[src/rtl/mips_pkg.sv]
// rtl/mips_pkg.sv - shared encodings for the MIPS pipeline
package mips_pkg;

    localparam logic [3:0] ALU_AND = 4'b0000;
    localparam logic [3:0] ALU_OR  = 4'b0001;
    localparam logic [3:0] ALU_ADD = 4'b0010;
    localparam logic [3:0] ALU_SUB = 4'b0110;
    localparam logic [3:0] ALU_SLT = 4'b0111;

    localparam logic [1:0] FWD_RF    = 2'b00;
    localparam logic [1:0] FWD_MEMWB = 2'b01;
    localparam logic [1:0] FWD_EXMEM = 2'b10;

    localparam logic [4:0] REG_ZERO = 5'd0;

endpackage

[src/rtl/forward_unit.sv]
// rtl/forward_unit.sv - operand forwarding source selection for EX
module forward_unit
    import mips_pkg::*;
#(
    parameter int REG_AW = 5
) (
    input  logic [REG_AW-1:0] rs,
    input  logic [REG_AW-1:0] rt,
    input  logic              exmem_reg_write,
    input  logic [REG_AW-1:0] exmem_rd,
    input  logic              memwb_reg_write,
    input  logic [REG_AW-1:0] memwb_rd,
    output logic [1:0]        fwd_rs,
    output logic [1:0]        fwd_rt
);

    logic exmem_live;
    logic memwb_live;

    // A producer only counts if it writes a real register; r0 is hardwired zero
    assign exmem_live = exmem_reg_write && (exmem_rd != REG_ZERO);
    assign memwb_live = memwb_reg_write && (memwb_rd != REG_ZERO);

    // Youngest producer (EX/MEM) wins over MEM/WB when both match
    always_comb begin
        fwd_rs = FWD_RF;
        fwd_rt = FWD_RF;
        if (exmem_live && (exmem_rd == rs)) begin
            fwd_rs = FWD_EXMEM;
        end else if (memwb_live && (memwb_rd == rs)) begin
            fwd_rs = FWD_MEMWB;
        end
        if (exmem_live && (exmem_rd == rt)) begin
            fwd_rt = FWD_EXMEM;
        end else if (memwb_live && (memwb_rd == rt)) begin
            fwd_rt = FWD_MEMWB;
        end
    end

endmodule

[src/rtl/id_ex_stage.sv]
// rtl/id_ex_stage.sv - ID/EX pipeline register with forwarding and load-use detect
module id_ex_stage
    import mips_pkg::*;
#(
    parameter int DATA_W = 32,
    parameter int REG_AW = 5,
    parameter int CTRL_W = 4
) (
    input  logic              clk,
    input  logic              reset,
    input  logic              stall,
    input  logic              flush,
    input  logic              id_valid,
    input  logic [DATA_W-1:0] id_rs_data,
    input  logic [DATA_W-1:0] id_rt_data,
    input  logic [DATA_W-1:0] id_imm,
    input  logic [REG_AW-1:0] id_rs,
    input  logic [REG_AW-1:0] id_rt,
    input  logic [REG_AW-1:0] id_rd,
    input  logic              id_alu_src,
    input  logic [CTRL_W-1:0] id_alu_control,
    input  logic              id_reg_dst,
    input  logic              id_reg_write,
    input  logic              id_mem_read,
    input  logic              id_mem_write,
    input  logic              id_mem_to_reg,
    input  logic              exmem_reg_write,
    input  logic [REG_AW-1:0] exmem_rd,
    input  logic [DATA_W-1:0] exmem_alu_result,
    input  logic              memwb_reg_write,
    input  logic [REG_AW-1:0] memwb_rd,
    input  logic [DATA_W-1:0] memwb_wb_data,
    output logic [DATA_W-1:0] alu_a,
    output logic [DATA_W-1:0] alu_b,
    output logic [CTRL_W-1:0] alu_control,
    output logic [DATA_W-1:0] ex_store_data,
    output logic [REG_AW-1:0] ex_dest,
    output logic              ex_valid,
    output logic              ex_reg_write,
    output logic              ex_mem_read,
    output logic              ex_mem_write,
    output logic              ex_mem_to_reg,
    output logic              load_use_hazard
);

    logic [DATA_W-1:0] reg_rs_data;
    logic [DATA_W-1:0] reg_rt_data;
    logic [DATA_W-1:0] reg_imm;
    logic [REG_AW-1:0] reg_rs;
    logic [REG_AW-1:0] reg_rt;
    logic [REG_AW-1:0] reg_dest;
    logic              reg_valid;
    logic              reg_alu_src;
    logic [CTRL_W-1:0] reg_alu_control;
    logic              reg_reg_write;
    logic              reg_mem_read;
    logic              reg_mem_write;
    logic              reg_mem_to_reg;

    logic [1:0]        fwd_rs;
    logic [1:0]        fwd_rt;
    logic [DATA_W-1:0] rs_value;
    logic [DATA_W-1:0] rt_value;

    // Pipeline register: reset/flush insert a cleared bubble, stall holds, else load
    always_ff @(posedge clk) begin
        if (reset || flush) begin
            reg_rs_data     <= '0;
            reg_rt_data     <= '0;
            reg_imm         <= '0;
            reg_rs          <= '0;
            reg_rt          <= '0;
            reg_dest        <= '0;
            reg_valid       <= 1'b0;
            reg_alu_src     <= 1'b0;
            reg_alu_control <= '0;
            reg_reg_write   <= 1'b0;
            reg_mem_read    <= 1'b0;
            reg_mem_write   <= 1'b0;
            reg_mem_to_reg  <= 1'b0;
        end else if (!stall) begin
            reg_rs_data     <= id_rs_data;
            reg_rt_data     <= id_rt_data;
            reg_imm         <= id_imm;
            reg_rs          <= id_rs;
            reg_rt          <= id_rt;
            reg_dest        <= id_reg_dst ? id_rd : id_rt;
            reg_valid       <= id_valid;
            // A non-valid ID slot becomes a bubble with every control bit cleared
            reg_alu_src     <= id_valid & id_alu_src;
            reg_alu_control <= id_valid ? id_alu_control : '0;
            reg_reg_write   <= id_valid & id_reg_write;
            reg_mem_read    <= id_valid & id_mem_read;
            reg_mem_write   <= id_valid & id_mem_write;
            reg_mem_to_reg  <= id_valid & id_mem_to_reg;
        end
    end

    forward_unit #(
        .REG_AW(REG_AW)
    ) u_forward_unit (
        .rs              (reg_rs),
        .rt              (reg_rt),
        .exmem_reg_write (exmem_reg_write),
        .exmem_rd        (exmem_rd),
        .memwb_reg_write (memwb_reg_write),
        .memwb_rd        (memwb_rd),
        .fwd_rs          (fwd_rs),
        .fwd_rt          (fwd_rt)
    );

    // Operand muxes follow live forwarding inputs, so they stay current during a stall
    always_comb begin
        rs_value = reg_rs_data;
        rt_value = reg_rt_data;
        case (fwd_rs)
            FWD_EXMEM: rs_value = exmem_alu_result;
            FWD_MEMWB: rs_value = memwb_wb_data;
            default:   rs_value = reg_rs_data;
        endcase
        case (fwd_rt)
            FWD_EXMEM: rt_value = exmem_alu_result;
            FWD_MEMWB: rt_value = memwb_wb_data;
            default:   rt_value = reg_rt_data;
        endcase
    end

    assign alu_a         = rs_value;
    assign alu_b         = reg_alu_src ? reg_imm : rt_value;
    assign alu_control   = reg_alu_control;
    assign ex_store_data = rt_value;
    assign ex_dest       = reg_dest;
    assign ex_valid      = reg_valid;
    assign ex_reg_write  = reg_valid & reg_reg_write;
    assign ex_mem_read   = reg_valid & reg_mem_read;
    assign ex_mem_write  = reg_valid & reg_mem_write;
    assign ex_mem_to_reg = reg_valid & reg_mem_to_reg;

    // A load in EX cannot forward in time to a consumer in ID; rt only matters
    // when it feeds the ALU or is the store data
    assign load_use_hazard = ex_valid && ex_mem_read && (ex_dest != REG_ZERO) &&
                             ((ex_dest == id_rs) ||
                              ((ex_dest == id_rt) && (!id_alu_src || id_mem_write)));

endmodule

[config.mk]
export PLATFORM = sky130hd
export DESIGN_NAME = id_ex_stage
export DESIGN_NICKNAME = d
export VERILOG_FILES = /design/src/rtl/mips_pkg.sv /design/src/rtl/forward_unit.sv /design/src/rtl/id_ex_stage.sv
export SDC_FILE = /design/constraint.sdc
export NUM_CORES = 1
export LEC_CHECK = 0
export BUFFER_PORTS_ARGS = -buffer_cell sky130_fd_sc_hd__buf_2
export CORE_UTILIZATION = 43
export DETAILED_ROUTE_END_ITERATION = 12
export PLACE_DENSITY = 0.78
export SLEW_MARGIN = 15
export SYNTH_ARGS = -nofsm -noshare
export SYNTH_HDL_FRONTEND = slang
export SYNTH_HIERARCHICAL = 1
export SYNTH_SLANG_ARGS = --single-unit
export TNS_END_PERCENT = 20
[constraint.sdc]
create_clock -name clk -period 3.85 [get_ports clk]
set_clock_uncertainty 0.1 [all_clocks]
set_input_delay 0.77 -clock clk [delete_from_list [all_inputs] [get_ports clk]]
set_output_delay 0.77 -clock clk [all_outputs]
set_load 0.05 [all_outputs]
==> impl_metrics.py, run 1 <==
metrics = {
    "run_status": {
        "outcome": "complete, but fails checks",
        "violations": "negative setup slack",
    },
    "yosys": {
        "post_synth_and_or_nand_nor_area_fraction": 0.126,
        "ys_seq_elements": 121,
        "synth_fp_nets": 929,
        "syn-cell-area_um2": 6690,
        "synthFlopType": "dfxtp_1",
        "synth_edf_count": 0,
        "async_flop_share": 0,
        "synth.area.mux_share": 0.220,
        "yosysWarnings": 6,
        "synth_adder_area_share": 0.00748,
        "yosysSeqAreaShare": 0.362,
        "avgSynthCellArea_um2": 9.26,
        "synth_xor_area_frac": 0.0393,
        "synth_compound_area_frac": 0.178,
        "synthCells": 723,
        "synth_top_family_by_area": "multiplexers",
        "synthDistinctLibCells": 31,
    },
    "floorplanning": {
        "die-height_um": 127,
        "dieArea_um2": 16100,
        "core_region_area_um2": 15200,
        "io_pins": 313,
        "die_w_um": 127,
        "num_rows": 45,
        "initial_core_util": 0.440,
    },
    "pwr": {
        "power_density_nw_per_um2": 338,
        "power_switching_mw": 1.03,
        "intPower_mw": 2.68,
        "comb_power_share": 0.196,
        "switching_share": 0.277,
        "p_leak_nw": 4.71,
        "p_clk_frac": 0.447,
        "ir_drop_uv": 290,
        "sequentialPowerShare": 0.357,
        "total_power_mw": 3.71,
    },
    "grt": {
        "gr-usage-all-layers": 0.274,
        "overflow": 0,
        "grt_antenna_before_repair": 1,
        "grt_pass1_wl_mm": 34.2,
        "grt_pass1_vias": 6712,
        "grt_max_degree": 69,
    },
    "min_path": {
        "hp-class": "flip-flop to flip-flop",
    },
    "cells_and_area": {
        "layout_common_cells": "buf_2 (215), nor2_1 (127), dfxtp_1 (120)",
        "final_common_cell": "buf_2",
        "nNetsFinal": 1257,
        "syn2layout_area_growth_pct": 64.0,
        "drive_gt1_frac": 0.542,
        "regArea_um2": 2420,
        "multiInputGateArea_um2": 4730,
        "postLayoutCoreUtil": 0.722,
        "largestRegisters": "reg_imm (32), reg_rs_data (32), reg_rt_data (32)",
        "num-fill-cells": 1071,
    },
    "clock_network": {
        "cts.path.max_buffers": 2,
        "clk_pin_slew_worst_paths_ns": 0.05,
        "cts_sinks": 121,
        "root_buffer": "clkbuf_16",
        "cts_tree": "done",
        "htreeDepth": 4,
        "hold_buffers": 0,
        "cts-buffers-inserted": 17,
        "clkLatencyLatePin_ns": 0.42,
    },
    "timing": {
        "post-route-min-period_ns": 3.98,
        "drv_slew": 0,
        "hold_violations": 0,
        "min_period_over_period": 1.03,
        "tns_ns": -4.60,
        "grt_setup_unrepaired": "true",
        "worst_pin_slew_ns": 0.685,
        "setup_viol": 66,
        "max_freq_mhz": 251,
        "post-route-worst-setup-slack_ns": -0.134,
        "slew_headroom": 0.543,
    },
    "job": {
        "maxCapViolCount": 0,
    },
    "setup_path": {
        "crit_required_ns": 2.98,
        "cp_max_fo": 6,
        "cp-start-kind": "primary input",
        "crit_type": "primary input to primary output",
        "crit_arrival_ns": 3.11,
        "cp-end-kind": "primary output",
    },
    "place": {
        "place.gp.congestion": 0.828,
        "dp_hpwl_mm": 15.1,
        "port_buffers": 312,
        "dp_slack_ns": -0.330,
    },
    "drt": {
        "vias": 6729,
        "drt_wl_total_mm": 23.2,
        "dr.pass1.iters": 5,
        "routedWlPerCell_um": 18.6,
        "drt_iter0_markers": 210,
        "via_per_inst": 5.37,
        "post-route-drc-count": 0,
        "drtAntennaViolNets": 0,
    },
}
[path summary, 6_finish.rpt]
path	endpoint	slack [ns]	cells after the start	start
setup reg to reg	reg_alu_src$_SDFFE_PP0N_	2.64	2	reg_alu_src$_SDFFE_PP0N_
hold reg to reg	reg_rs_data[2]$_SDFFE_PP0N_	0.40	2	reg_rs_data[2]$_SDFFE_PP0N_
hold / removal	reg_rs_data[2]$_SDFFE_PP0N_	0.40	2	reg_rs_data[2]$_SDFFE_PP0N_
setup / recovery	alu_b[13]	-0.13	12	exmem_rd[1]
[Yosys cell counts, types with 2 or more instances]
cell | count | share of area
o21ai_1 | 2 | 0.0015
nand2_1 | 67 | 0.038
mux2_2 | 32 | 0.054
xor2_1 | 4 | 0.0052
inv_1 | 5 | 0.0028
o21ai_2 | 31 | 0.041
clkbuf_1 | 13 | 0.0073
nand4_1 | 3 | 0.0028
a22oi_1 | 43 | 0.048
xnor2_1 | 26 | 0.034
buf_4 | 4 | 0.0045
nand3_1 | 3 | 0.0022
clkbuf_8 | 2 | 0.0041
dfxtp_1 | 121 | 0.36
buf_6 | 19 | 0.032
ha_1 | 4 | 0.0075
o21ai_0 | 33 | 0.025
nor4_1 | 4 | 0.0037
buf_2 | 21 | 0.016
and2_1 | 4 | 0.0037
or4_1 | 2 | 0.0022
nor2_1 | 127 | 0.071
a22oi_2 | 30 | 0.056
mux2i_1 | 111 | 0.17
a21oi_1 | 6 | 0.0045
[layout make-up]
cell class,instances,area share
inverters,5,0.00171
well taps,188,0.0214
clock buffers,17,0.0388
multi-input cells,537,0.431
clock inverters,14,0.0165
repair buffers,369,0.270
flip-flops and latches,121,0.221
diodes,1,0.000228
[power groups by stage]
stage	Sequential (mW)	Combinational, mW	Clock (mW)
final	1.32	0.725	1.66
after detailed placement	1.35	0.643	0
after floorplan	1.35	0.421	0
after global placement	1.35	0.634	0
after global routing	1.33	0.768	1.73
after CTS	1.32	0.699	1.67
[critical path, stage by stage]
cell,delay (ns)
buf_2,0.11
or4_4,0.54
o21ai_4,0.19
nor4_2,0.06
nor4_2,0.18
inv_1,0.12
ha_4,0.34
buf_6,0.16
buf_12,0.14
o21ai_4,0.06
mux2_4,0.28
buf_6,0.15
[logic make-up (layout without fill, tap and decap cells)]
kind of cell | count (synthesis) | count (layout)
AND/OR/NAND/NOR | 213 | 213
multiplexers | 143 | 143
AO/OA/AOI/OAI | 147 | 147
adder cells (fa/ha/maj) | 4 | 4
XOR/XNOR | 30 | 30
buffers and inverters | 65 | 405
flip-flops | 121 | 121
other | 0 | 1
[through the flow]
step	cell area [um^2]	hold slack (ns)	std cells
floorplan	7440	0.363	723
global placement	9360	0.375	1207
detailed placement	9360	0.383	1207
CTS	10600	0.397	1244
global route	11000	0.429	1252
finish	11000	0.396	1252
[timing repair]
action	CTS	global route
pin swaps	18	14
setup buffers	4	6
resized for setup	174	85
setup endpoints to repair	96	96
cloned	2	2
[routing by layer]
layer	global-route usage	share of wire	vias to the layer above
met5	0	0	-
met4	0.0959	0.025	0
met3	0.0730	0.065	45
met2	0.489	0.51	294
met1	0.316	0.40	3203
li1	-	-	3187
Note: power is estimated with default switching activity, not from simulation.
==> run 2, diff against run 1 <==
- CORE_MARGIN: unset -> 5
- MAX_ROUTING_LAYER: unset -> met4
==> run 2 against run 1 <==
Against the previous run:
- sequential power is essentially flat
- the flow still finishes with violations (negative setup slack)
- sequential share of layout area increased by 0.33 points
- sequential cell count is the same
- final cell count rose by 1.4%
- utilization decreased by 1.3 points
- wire length is 6.9% higher
- non-clock buffer count decreased by 6
- setup slack got worse by 0.16 ns
- via count shrank 0.12%
- cell area down 1.5%
==> impl_metrics.py, run 2 (synthesis results as in run 1) <==
metrics = {
    "drt": {
        "post-route-drc-count": 0,
        "via_per_inst": 5.29,
        "drtAntennaViolNets": 0,
        "drt_wl_total_mm": 24.8,
        "routedWlPerCell_um": 19.6,
        "vias": 6721,
        "drt_iter0_markers": 305,
        "dr.pass1.iters": 5,
    },
    "place": {
        "place_area_um2": 9400,
        "port_buffers": 312,
        "place.gp.congestion": 0.868,
        "dp_hpwl_mm": 17.3,
    },
    "timing": {
        "setup_viol": 96,
        "hold_violations": 0,
        "grt_setup_unrepaired": "true",
        "slew_headroom": 0.472,
        "drv_slew": 0,
        "max_freq_mhz": 241,
        "worst_pin_slew_ns": 0.792,
        "min_period_over_period": 1.08,
        "tns_ns": -15.20,
        "post-route-worst-setup-slack_ns": -0.296,
        "hold_ws_ns": 0.396,
        "post-route-min-period_ns": 4.15,
    },
    "clock_network": {
        "root_buffer": "clkbuf_16",
        "clk_pin_slew_worst_paths_ns": 0.06,
        "clkLatencyLatePin_ns": 0.40,
        "cts_tree": "done",
        "cts.path.max_buffers": 2,
        "htreeDepth": 4,
        "cts-buffers-inserted": 17,
        "cts_sinks": 121,
    },
    "cells_and_area": {
        "nNetsFinal": 1251,
        "num-fill-cells": 1113,
        "syn2layout_area_growth_pct": 61.6,
        "layout_common_cells": "buf_2 (214), nor2_1 (127), dfxtp_1 (120)",
        "final_common_cell": "buf_2",
        "largestRegisters": "reg_imm (32), reg_rs_data (32), reg_rt_data (32)",
        "drive_gt1_frac": 0.530,
        "finalInstanceArea_um2": 10800,
    },
    "pwr": {
        "p_leak_nw": 4.65,
        "switching_share": 0.280,
        "p_clk_frac": 0.426,
        "comb_power_share": 0.203,
        "power_switching_uw": 999,
        "intPower_mw": 2.57,
        "power_density_nw_per_um2": 330,
        "sequentialPowerShare": 0.372,
        "ir_drop_uv": 279,
    },
    "floorplanning": {
        "num_rows": 45,
        "die-height_um": 135,
        "core_region_area_um2": 15300,
        "die_w_um": 135,
        "io_pins": 313,
        "initial_core_util": 0.439,
        "dieArea_um2": 18200,
    },
    "job": {
        "maxCapViolCount": 0,
    },
    "grt": {
        "grt_pass1_wl_mm": 37.3,
        "gr-usage-all-layers": 0.268,
        "overflow": 0,
        "grt_pass1_vias": 7069,
        "grt_max_degree": 65,
        "grt_antenna_before_repair": 1,
    },
    "run_status": {
        "outcome": "complete, but fails checks",
        "violations": "negative setup slack",
    },
    "setup_path": {
        "crit_arrival_ns": 3.28,
        "crit_required_ns": 2.98,
        "crit_type": "primary input to primary output",
        "cp-start-kind": "primary input",
        "cp-end-kind": "primary output",
        "cp_max_fo": 7,
    },
    "min_path": {
        "hp-class": "flip-flop to flip-flop",
    },
}
[run 2: cell types whose count changed in the layout (fill, tap and decap cells not counted), sizes merged]
| cell | before | now |
|---|---|---|
| clkinv | 7 | 5 |
| bufinv | 4 | 2 |
| diode | 1 | 2 |
| clkbuf | 20 | 24 |
| buf | 366 | 361 |
| clkinvlp | 3 | 2 |
[run 2: final timing paths]
kind,from,to,slack (ns),cells past startpoint
max,exmem_rd[1],alu_b[19],-0.30,13
min,reg_rs_data[29]$_SDFFE_PP0N_,reg_rs_data[29]$_SDFFE_PP0N_,0.40,2
max reg2reg,reg_alu_src$_SDFFE_PP0N_,reg_alu_src$_SDFFE_PP0N_,2.61,2
min reg2reg,reg_rs_data[29]$_SDFFE_PP0N_,reg_rs_data[29]$_SDFFE_PP0N_,0.40,2
[run 2: power by group through the flow]
stage               registers, mW  clock network (mW)  logic, mW
floorplan                    1.35                   0      0.421
global placement             1.35                   0      0.638
detailed placement           1.35                   0      0.650
CTS                          1.32                1.54      0.708
global route                 1.33                1.61      0.766
finish                       1.33                1.52      0.723
[run 2: layout make-up]
class | count | area, um^2 | share of cell area
multi-input cells | 537 | 4670 | 0.432
repair buffers | 363 | 2880 | 0.266
flip-flops and latches | 121 | 2420 | 0.224
clock buffers | 22 | 454 | 0.0420
well taps | 211 | 264 | 0.0244
clock inverters | 9 | 100 | 0.00925
inverters | 5 | 18.8 | 0.00174
diodes | 2 | 5.00 | 0.000463
[run 2: through the flow]
| step | worst slack (ns) | utilization | total power, mW | instances |
|---|---|---|---|---|
| after floorplan | -0.211 | - | 1.77 | 723 |
| after global placement | -0.306 | 0.616 | 1.99 | 1229 |
| after detailed placement | -0.367 | 0.616 | 2.00 | 1229 |
| after CTS | -0.285 | 0.699 | 3.57 | 1265 |
| after global routing | -0.367 | 0.709 | 3.70 | 1269 |
| final | -0.296 | 0.709 | 3.57 | 1270 |
[run 2: layer usage]
| metal | vias to the layer above | wire length (um) | global-route usage |
|---|---|---|---|
| met5 | - | 0 | - |
| met4 | 0 | 612 | 0.0916 |
| met3 | 49 | 1660 | 0.0618 |
| met2 | 267 | 12900 | 0.471 |
| met1 | 3218 | 9710 | 0.298 |
| li1 | 3187 | - | - |
[run 2: timing repair]
item,CTS,global route
resized for setup,205,24
cloned,2,2
hold endpoints to repair,0,0
pin swaps,18,2
hold buffers,0,0
endpoints found under the setup margin,96,96
setup buffers,3,1
[run 2: critical path, stage by stage]
cell and delay [ns]:
buf_6 0.09, or4_4 0.53, o21ai_4 0.16, nor4_2 0.07
nor4_2 0.25, buf_4 0.17, inv_2 0.04, ha_4 0.40
buf_12 0.16, buf_12 0.13, o21ai_4 0.06, mux2_4 0.28
buf_8 0.15
==> run 3, diff against run 2 <==
- CORE_MARGIN: 5 -> 4
==> run 3 against run 2 <==
Against the previous run:
- the run still ends with negative setup slack left
- wire length fell by 2.4%
- hold slack gained 0.0016 ns
- sequential power about the same
- maximum frequency is 1.4% higher
- first-iteration DRC count shrank 8.9%
- power rose by 1.4%
- largest cell class unchanged
==> impl_metrics.py, run 3 (synthesis results as in run 1) <==
metrics = {
    "pwr": {
        "p_leak_nw": 4.65,
        "power_density_nw_per_um2": 333,
        "total_power_mw": 3.62,
        "ir_drop_uv": 283,
    },
    "grt": {
        "gr-usage-all-layers": 0.261,
        "overflow": 0,
        "grt_pass1_wl_mm": 35.9,
        "grt_max_degree": 55,
        "grt_pass1_vias": 6875,
        "grt_antenna_before_repair": 3,
    },
    "timing": {
        "drv_slew": 0,
        "hold_violations": 0,
        "grt_setup_unrepaired": "true",
        "post-route-worst-setup-slack_ns": -0.237,
        "tns_ns": -12.79,
        "hold_ws_ns": 0.397,
        "worst_pin_slew_ns": 0.736,
        "post-route-min-period_ns": 4.09,
        "max_freq_mhz": 245,
        "min_period_over_period": 1.06,
        "setup_viol": 82,
        "slew_headroom": 0.509,
    },
    "setup_path": {
        "critPathMaxStageDelay_ns": 0.54,
        "path_cells": "buf_2, or4_4, o21ai_4, nor4_2, nor4_2, inv_1, ha_4, buf_12, nand2_1, o21ai_4, mux2_4, buf_6",
        "cp-end-kind": "primary output",
        "r2r_start": "reg_alu_src$_SDFFE_PP0N_",
        "cp-start-kind": "primary input",
        "crit_type": "primary input to primary output",
        "cp_max_fo": 23,
        "crit_arrival_ns": 3.22,
        "slowest_stage": "or4_4",
        "crit_required_ns": 2.98,
        "cp-startpoint": "exmem_rd[1]",
    },
    "cells_and_area": {
        "nNetsFinal": 1250,
        "largestRegisters": "reg_imm (32), reg_rs_data (32), reg_rt_data (32)",
        "postLayoutCoreUtil": 0.716,
        "final_common_cell": "buf_2",
        "layout_common_cells": "buf_2 (215), nor2_1 (127), dfxtp_1 (120)",
        "drive_gt1_frac": 0.539,
        "syn2layout_area_growth_pct": 62.5,
    },
    "drt": {
        "drt_iter0_markers": 278,
        "vias": 6761,
        "post-route-drc-count": 0,
        "drtAntennaViolNets": 0,
        "routedWlPerCell_um": 19.5,
        "dr.pass1.iters": 5,
        "via_per_inst": 5.43,
        "drt_wl_total_mm": 24.3,
    },
    "place": {
        "dp_hpwl_mm": 16.3,
        "port_buffers": 312,
        "place.gp.congestion": 0.867,
    },
    "clock_network": {
        "cts_tree": "done",
        "cts-buffers-inserted": 17,
        "clkLatencyLatePin_ns": 0.41,
        "cts.path.max_buffers": 2,
        "cts_sinks": 121,
        "hold_buffers": 0,
        "root_buffer": "clkbuf_16",
        "htreeDepth": 4,
        "clk_pin_slew_worst_paths_ns": 0.05,
    },
    "floorplanning": {
        "initial_core_util": 0.440,
        "io_pins": 313,
        "die-height_um": 133,
        "core_region_area_um2": 15200,
        "die_w_um": 133,
        "num_rows": 45,
        "dieArea_um2": 17600,
    },
    "min_path": {
        "worstHoldStart": "reg_rs_data[20]$_SDFFE_PP0N_",
        "hp-class": "flip-flop to flip-flop",
    },
    "run_status": {
        "outcome": "complete, but fails checks",
        "violations": "negative setup slack",
    },
    "job": {
        "maxCapViolCount": 0,
    },
}
run 3: cell types whose count changed in the layout (fill, tap and decap cells not counted), moves of 3 or more:
cell / before / now
a22oi_1: 41 / 28
buf_12: 20 / 15
nand2_1: 36 / 39
buf_8: 12 / 15
a22oi_2: 32 / 45
buf_4: 40 / 30
buf_6: 73 / 82
run 3: path summary, 6_finish.rpt:
path                                                      to  slack (ns)  cells after the start
worst max-delay path                               alu_b[22]       -0.24                     12
worst min-delay path            reg_rs_data[20]$_SDFFE_PP0N_        0.40                      2
worst min register to register  reg_rs_data[20]$_SDFFE_PP0N_        0.40                      2
worst max register to register      reg_alu_src$_SDFFE_PP0N_        2.52                      2
run 3: power by group:
| part | internal [mW] | leakage, nW | switching, mW |
|---|---|---|---|
| combinational | 0.315 | 3.38 | 0.411 |
| sequential | 1.29 | 0.986 | 0.0312 |
| clock | 1.02 | 0.285 | 0.547 |
| total | 2.63 | 4.65 | 0.989 |
run 3: through the flow:
step	std cells	area, um^2	worst slack, ns
final	1246	10900	-0.237
after global routing	1246	10900	-0.351
after CTS	1241	10500	-0.214
after detailed placement	1209	9340	-0.375
after global placement	1209	9340	-0.321
after floorplan	723	7440	-0.211
run 3: final cells by class:
type / count / area (um^2)
sequential: 121 / 2420
tap: 188 / 235
clock buffer: 20 / 447
antenna: 3 / 7.51
multi-input combinational: 537 / 4730
timing repair buffer: 362 / 2890
clock inverter: 10 / 128
inverter: 5 / 18.8
fill: 1081 / 4320
run 3: routing by layer:
layer  GRT usage  up-vias  share of wire
li1            -     3188              -
met1       0.300     3212           0.40
met2       0.443      301           0.51
met3      0.0563       60          0.061
met4       0.103        0          0.029
met5           -        -              0
run 3: worst max-delay path, delay by kind of cell:
kind                       cells  cell delay (ns)
and+or+nand+nor                4             1.00
buffers and inverters          4             0.61
adders and majority gates      1             0.38
AOI/OAI and AO/OA              2             0.26
muxes                          1             0.17
run 3: timing repair:
item	CTS	global route
setup endpoints to repair	96	96
resized for setup	177	82
pin swaps	13	9
gates cloned	2	1
buffers inserted	0	1
